`src/rtl/adder_arbiter_if.sv`:
```
`default_nettype none
// ============================================================================
// Module   : adder_arbiter_if
// Purpose  : Bundles the two operand channels, the result channel and the
//            per-requester completion counters of adder_arbiter.
// Ports    : (interface signals)
//   req0_valid/req0_a/req0_b/req0_ready : requester 0 operand channel
//   req1_valid/req1_a/req1_b/req1_ready : requester 1 operand channel
//   res_valid/res_s/res_id/res_ready    : result channel (res_s is N+1 bits)
//   busy_cnt0/busy_cnt1                 : 8-bit wrapping completion counters
// Modports : slave  - the arbiter itself
//            master - operand producers / result consumer
// Revision : 1.0 - initial release
// ============================================================================
interface adder_arbiter_if #(
    parameter int N = 4
);
    logic         req0_valid;
    logic [N-1:0] req0_a;
    logic [N-1:0] req0_b;
    logic         req0_ready;
    logic         req1_valid;
    logic [N-1:0] req1_a;
    logic [N-1:0] req1_b;
    logic         req1_ready;
    logic         res_valid;
    logic [N:0]   res_s;
    logic         res_id;
    logic         res_ready;
    logic [7:0]   busy_cnt0;
    logic [7:0]   busy_cnt1;

    modport slave (
        input  req0_valid, req0_a, req0_b,
        output req0_ready,
        input  req1_valid, req1_a, req1_b,
        output req1_ready,
        output res_valid, res_s, res_id,
        input  res_ready,
        output busy_cnt0, busy_cnt1
    );

    modport master (
        output req0_valid, req0_a, req0_b,
        input  req0_ready,
        output req1_valid, req1_a, req1_b,
        input  req1_ready,
        input  res_valid, res_s, res_id,
        output res_ready,
        input  busy_cnt0, busy_cnt1
    );
endinterface
`default_nettype wire

```
`src/rtl/adder_arbiter.sv`:
```
`default_nettype none
// ============================================================================
// Module   : nbit_adder
// Purpose  : N-bit ripple-carry adder; carry-out is returned as s[N].
// Ports    : a, b (N) operands; cin carry-in; s (N+1) sum with carry-out.
// Revision : 1.0 - initial release
// ============================================================================
module nbit_adder #(
    parameter int N = 4
) (
    input  wire logic [N-1:0] a,
    input  wire logic [N-1:0] b,
    input  wire logic         cin,
    output logic      [N:0]   s
);
    logic [N:0] carry;

    assign carry[0] = cin;

    for (genvar i = 0; i < N; i++) begin : g_full_adder
        assign s[i]       = a[i] ^ b[i] ^ carry[i];
        assign carry[i+1] = (a[i] & b[i]) | (carry[i] & (a[i] ^ b[i]));
    end

    assign s[N] = carry[N];
endmodule

// ============================================================================
// Module   : adder_arbiter
// Purpose  : Shares one nbit_adder between two requesters using round-robin
//            arbitration; the sum and owner ID are captured in a single-entry
//            result slot drained through a valid/ready channel.
// Ports    : clk   - system clock, rising edge
//            rst_n - asynchronous active-low reset
//            bus   - adder_arbiter_if.slave (operand, result, counter signals)
// Revision : 1.0 - initial release
// ============================================================================
module adder_arbiter #(
    parameter int N = 4
) (
    input  wire logic        clk,
    input  wire logic        rst_n,
    adder_arbiter_if.slave   bus
);
    typedef enum logic [0:0] {
        EMPTY = 1'b0,
        FULL  = 1'b1
    } state_t;

    state_t       state;
    state_t       state_next;
    logic         last_grant;
    logic         slot_free;
    logic         grant0;
    logic         grant1;
    logic         xfer;
    logic [N-1:0] add_a;
    logic [N-1:0] add_b;
    logic [N:0]   sum;
    logic [N:0]   res_s_q;
    logic         res_id_q;
    logic [7:0]   cnt0_q;
    logic [7:0]   cnt1_q;

    // ------------------------------------------------------------------
    // Round-robin grant. The slot may accept a new operand pair when it is
    // empty or when its current content drains in this same cycle. On a
    // tie the requester that was not served last wins. Grants are forced
    // low while reset is asserted so no handshake completes during reset.
    // ------------------------------------------------------------------
    always_comb begin
        grant0    = 1'b0;
        grant1    = 1'b0;
        slot_free = (state == EMPTY) || bus.res_ready;
        if (rst_n && slot_free) begin
            if (bus.req0_valid && bus.req1_valid) begin
                if (last_grant) begin
                    grant0 = 1'b1;
                end else begin
                    grant1 = 1'b1;
                end
            end else if (bus.req0_valid) begin
                grant0 = 1'b1;
            end else if (bus.req1_valid) begin
                grant1 = 1'b1;
            end
        end
    end

    assign xfer           = grant0 || grant1;
    assign bus.req0_ready = grant0;
    assign bus.req1_ready = grant1;

    // Only the granted requester's operands reach the shared adder.
    assign add_a = grant1 ? bus.req1_a : bus.req0_a;
    assign add_b = grant1 ? bus.req1_b : bus.req0_b;

    nbit_adder #(
        .N (N)
    ) u_adder (
        .a   (add_a),
        .b   (add_b),
        .cin (1'b0),
        .s   (sum)
    );

    // Slot occupancy: a transfer always leaves the slot full (including the
    // pass-through case where the old result drains in the same cycle).
    always_comb begin
        state_next = state;
        if (xfer) begin
            state_next = FULL;
        end else if ((state == FULL) && bus.res_ready) begin
            state_next = EMPTY;
        end
    end

    always_ff @(posedge clk or negedge rst_n) begin
        if (!rst_n) begin
            state <= EMPTY;
        end else begin
            state <= state_next;
        end
    end

    // Result slot, arbitration history and completion counters.
    always_ff @(posedge clk or negedge rst_n) begin
        if (!rst_n) begin
            res_s_q    <= '0;
            res_id_q   <= 1'b0;
            last_grant <= 1'b1;
            cnt0_q     <= 8'd0;
            cnt1_q     <= 8'd0;
        end else if (xfer) begin
            res_s_q    <= sum;
            res_id_q   <= grant1;
            last_grant <= grant1;
            if (grant1) begin
                cnt1_q <= cnt1_q + 8'd1;
            end else begin
                cnt0_q <= cnt0_q + 8'd1;
            end
        end
    end

    assign bus.res_valid = (state == FULL);
    assign bus.res_s     = res_s_q;
    assign bus.res_id    = res_id_q;
    assign bus.busy_cnt0 = cnt0_q;
    assign bus.busy_cnt1 = cnt1_q;
endmodule
`default_nettype wire
```
`src/flat_wrapper.sv`:
```
// flat-port wrapper written by rule: the top's interface ports become plain ports
module adder_arbiter_flat 
#(
    parameter int N = 4
)
  (clk, rst_n, bus_req0_valid, bus_req0_a, bus_req0_b, bus_req0_ready, bus_req1_valid, bus_req1_a, bus_req1_b, bus_req1_ready, bus_res_valid, bus_res_s, bus_res_id, bus_res_ready, bus_busy_cnt0, bus_busy_cnt1);
  adder_arbiter_if #(.N(N)) bus_i ();
  input  wire logic clk;
  input  wire logic rst_n;
  input wire logic [$bits(bus_i.req0_valid)-1:0] bus_req0_valid;
  input wire logic [$bits(bus_i.req0_a)-1:0] bus_req0_a;
  input wire logic [$bits(bus_i.req0_b)-1:0] bus_req0_b;
  output wire logic [$bits(bus_i.req0_ready)-1:0] bus_req0_ready;
  input wire logic [$bits(bus_i.req1_valid)-1:0] bus_req1_valid;
  input wire logic [$bits(bus_i.req1_a)-1:0] bus_req1_a;
  input wire logic [$bits(bus_i.req1_b)-1:0] bus_req1_b;
  output wire logic [$bits(bus_i.req1_ready)-1:0] bus_req1_ready;
  output wire logic [$bits(bus_i.res_valid)-1:0] bus_res_valid;
  output wire logic [$bits(bus_i.res_s)-1:0] bus_res_s;
  output wire logic [$bits(bus_i.res_id)-1:0] bus_res_id;
  input wire logic [$bits(bus_i.res_ready)-1:0] bus_res_ready;
  output wire logic [$bits(bus_i.busy_cnt0)-1:0] bus_busy_cnt0;
  output wire logic [$bits(bus_i.busy_cnt1)-1:0] bus_busy_cnt1;
  assign bus_i.req0_valid = bus_req0_valid;
  assign bus_i.req0_a = bus_req0_a;
  assign bus_i.req0_b = bus_req0_b;
  assign bus_req0_ready = bus_i.req0_ready;
  assign bus_i.req1_valid = bus_req1_valid;
  assign bus_i.req1_a = bus_req1_a;
  assign bus_i.req1_b = bus_req1_b;
  assign bus_req1_ready = bus_i.req1_ready;
  assign bus_res_valid = bus_i.res_valid;
  assign bus_res_s = bus_i.res_s;
  assign bus_res_id = bus_i.res_id;
  assign bus_i.res_ready = bus_res_ready;
  assign bus_busy_cnt0 = bus_i.busy_cnt0;
  assign bus_busy_cnt1 = bus_i.busy_cnt1;
  adder_arbiter #(.N(N)) u_core (.clk(clk), .rst_n(rst_n), .bus(bus_i));
endmodule
```
`config.mk`:
```
export PLATFORM = sky130hd
export DESIGN_NAME = adder_arbiter_flat
export DESIGN_NICKNAME = d
export VERILOG_FILES = /design/src/rtl/adder_arbiter_if.sv /design/src/rtl/adder_arbiter.sv /design/src/flat_wrapper.sv
export SDC_FILE = /design/constraint.sdc
export NUM_CORES = 1
export LEC_CHECK = 0
export CAP_MARGIN = 20
export CORE_MARGIN = 2
export CORE_UTILIZATION = 44
export DETAILED_ROUTE_END_ITERATION = 6
export GPL_ROUTABILITY_DRIVEN = 0
export PLACE_DENSITY_LB_ADDON = 0.25
export SYNTH_ARGS = -nofsm -noshare
export SYNTH_HDL_FRONTEND = slang
export SYNTH_SLANG_ARGS = --single-unit
```
`constraint.sdc`:
```
create_clock -name clk -period 2.9 [get_ports clk]
set_input_delay 0.58 -clock clk [delete_from_list [all_inputs] [get_ports clk]]
set_output_delay 0.58 -clock clk [all_outputs]
set_load 0.01 [all_outputs]
```
==> run_results.csv <==
group,metric,value,unit
synthesis,synthFlopType,"dfrtp_1",
min_path,min_from,"u_core.bus.busy_cnt0[7]",
floorplan,initial_core_util,46.5,%
synthesis,ys_seq_area_share,46.9,%
pwr,power_density,676,nW/um^2
synthesis,synth_nets,141,
synthesis,synth_edf_count,0,
floorplan,die-area,3360,um^2
global_route,antenna_found_initial,0,
setup_path,startpoint_type,"input pin",
route,avgViaCountPerCell,4.97,
cts,cts_buffers,3,
synthesis,synth_cell_types,30,
layout,fin_nets,199,
placement,io_buffer_count,45,
setup_path,path_class,"input pin to flop",
pwr,finalPower,1.26,mW
route,vias,1004,
sta,hold_slack,480,ps
placement,place_area,1800,um^2
floorplan,rows,19,
layout,num_antenna_cells,0,
global_route,groute.usage.overall,16.6,%
global_route,grt_pass1_vias,998,
setup_path,arrival,3010,ps
setup_path,worstSetupStartpoint,"bus_req0_valid",
layout,layout_common_cells,"clkdlybuf4s50_1 (45), nand2_1 (30), dfrtp_1 (23)",
run,drv_cap,0,
cts,cts.sinks,24,
sta,layout_setup_ws,131,ps
global_route,grt_max_degree,30,
route,totalWireLength,2.54,mm
cts,clock_path_buffers,2,
min_path,hold_class,"flop to flop",
sta,grt_setup_unrepaired,"no",
layout,multiInputGateArea,616,um^2
floorplan,die_w,58.0,um
sta,hold_viol_final,0,
setup_path,worstPathMaxFanout,7,
synthesis,netlist_instances,114,
cts,cts.clk_slew.worst_paths,130,ps
cts,hold_buffers,0,
route,routedWlPerCell,12.6,um
sta,setup_viol,0,
placement,pre_cts_ws,-356,ps
synthesis,ys_ff_latch,24,
status,outcome,"finished, final reports clean",
floorplan,core,2760,um^2
global_route,grt_overflow_total,0,
sta,fmax,361,MHz
route,final_antenna_net_count,0,
synthesis,async_flop_share,100,%
synthesis,ys_warn_count,0,
layout,n_fill_cell,224,
floorplan,pin_count,46,
cts,clock_latency,310,ps
placement,dp_hpwl,2.00,mm
sta,post-route-period-util,95.5,%
route,dr.first_iter.drc_count,19,
cts,cts_tree,"done",
route,dr.pass1.iters,4,
synthesis,syn_area,1280,um^2
layout,layout-drive-gt1-share,18.1,%
sta,slew_violations,0,
setup_path,crit_path_end_kind,"flop",
sta,post-route-min-period,2770,ps
setup_path,reg2reg_from,"u_core.last_grant",
sta,slew_headroom,74.9,%
pwr,peakVddDrop,0.452,mV
setup_path,required,3140,ps
synthesis,avgSynthCellArea,11.2,um^2
layout,final_cell_area,1870,um^2
global_route,grt_pass1_wl,4.25,mm
route,remaining_drc_errors,0,
layout,post-route-util,67.8,%
pwr,power_leakage,0.832,nW
cts,root_buffer,"clkbuf_4",
sta,finClkSkew,2.55,ps
sta,worstMarginPinSlew,376,ps
layout,ff_latch_area,602,um^2
floorplan,dieHeight,58.0,um
layout,final_common_cell,"clkdlybuf4s50_1",
cts,cts_htree_levels,1,
layout,syn2layout_area_growth,45.8,%
critical path, cell delays in order:
cell and delay (ps):
clkdlybuf4s50_1 480, nand2_1 90, nand4_4 170, inv_6 60
nand2_1 70, nand2_1 50, ha_1 210, fa_2 340
fa_1 360, inv_1 70, fa_1 400, o21ai_1 130
per-stage QoR:
stage,setup TNS (ps),std cells
after floorplan,0,114
after global placement,-243,196
after detailed placement,-464,196
after CTS,0,200
after global routing,0,202
final,0,202
routing by layer:
layer	vias to the layer above	GRT usage, %	share of wire, %
met1	473	20.7	44
met4	0	6.98	0.67
li1	497	-	-
met5	-	0	0
met2	32	28.1	49
met3	2	3.35	5.9
worst paths after layout:
kind | to | slack, ps | cells after the start
setup / recovery | u_core.bus.res_s[3] | 130 | 12
hold / removal | u_core.bus.busy_cnt0[7] | 480 | 1
setup reg to reg | u_core.bus.res_s[3] | 310 | 11
hold reg to reg | u_core.bus.busy_cnt0[7] | 480 | 1
max in group asynchronous | u_core.last_grant | 1860 | 2
min in group asynchronous | u_core.bus.busy_cnt0[2] | 730 | 2
state kept, by name (all words and copies together), names as in the netlist:
name and flops:
u_core.bus.res_s 5, u_core.bus.res_id 1, u_core.last_grant 1, u_core.bus.res_valid 1, u_core.bus.busy_cnt1 8, u_core.bus.busy_cnt0 8
cell families (layout without fill, tap and decap cells):
logic type      count (synthesis)  in the layout  share of synthesized area [%]
compound gates                  5              5                           2.93
xor+xnor                       14             14                           9.56
fa+ha+maj                       6              6                           7.61
buf+inv                         9             66                           5.27
flops                          24             24                           46.9
mux                             6              6                           5.07
simple gates                   50             50                           22.6
cell usage after synthesis, types with 2 or more instances:
| cell | n | share of area (%) |
|---|---|---|
| mux2_2 | 3 | 2.6 |
| and3_1 | 2 | 0.98 |
| inv_1 | 5 | 1.5 |
| ha_1 | 3 | 2.9 |
| mux2i_1 | 2 | 1.6 |
| nor3_2 | 3 | 2.3 |
| fa_1 | 3 | 4.7 |
| o21ai_0 | 2 | 0.78 |
| xnor2_1 | 11 | 7.5 |
| dfrtp_1 | 23 | 45 |
| nand4_1 | 6 | 2.9 |
| nand2_1 | 30 | 8.8 |
| nand4_4 | 2 | 3.3 |
| xor2_1 | 3 | 2.0 |
timing repair:
item / in CTS / in global routing
setup endpoints to repair: 0 / 1
buffers inserted: 0 / 2
resized for setup: 0 / 2
hold endpoints to repair: 0 / 0
layout make-up:
class                           instances  share of cell area (%)
Timing Repair Buffer                   56                    28.5
Multi-Input combinational cell         81                    32.9
Inverter                                6                    1.47
Clock buffer                            3                    1.20
Sequential cell                        24                    32.2
Clock inverter                          1                    1.61
Tap cell                               31                    2.07
power by group:
part / internal, mW / leakage [nW] / switching (mW)
clock network: 0.140 / 0.0279 / 0.0970
registers: 0.433 / 0.292 / 0.105
logic: 0.292 / 0.512 / 0.196
No activity file was read; power rests on OpenSTA's default activity.
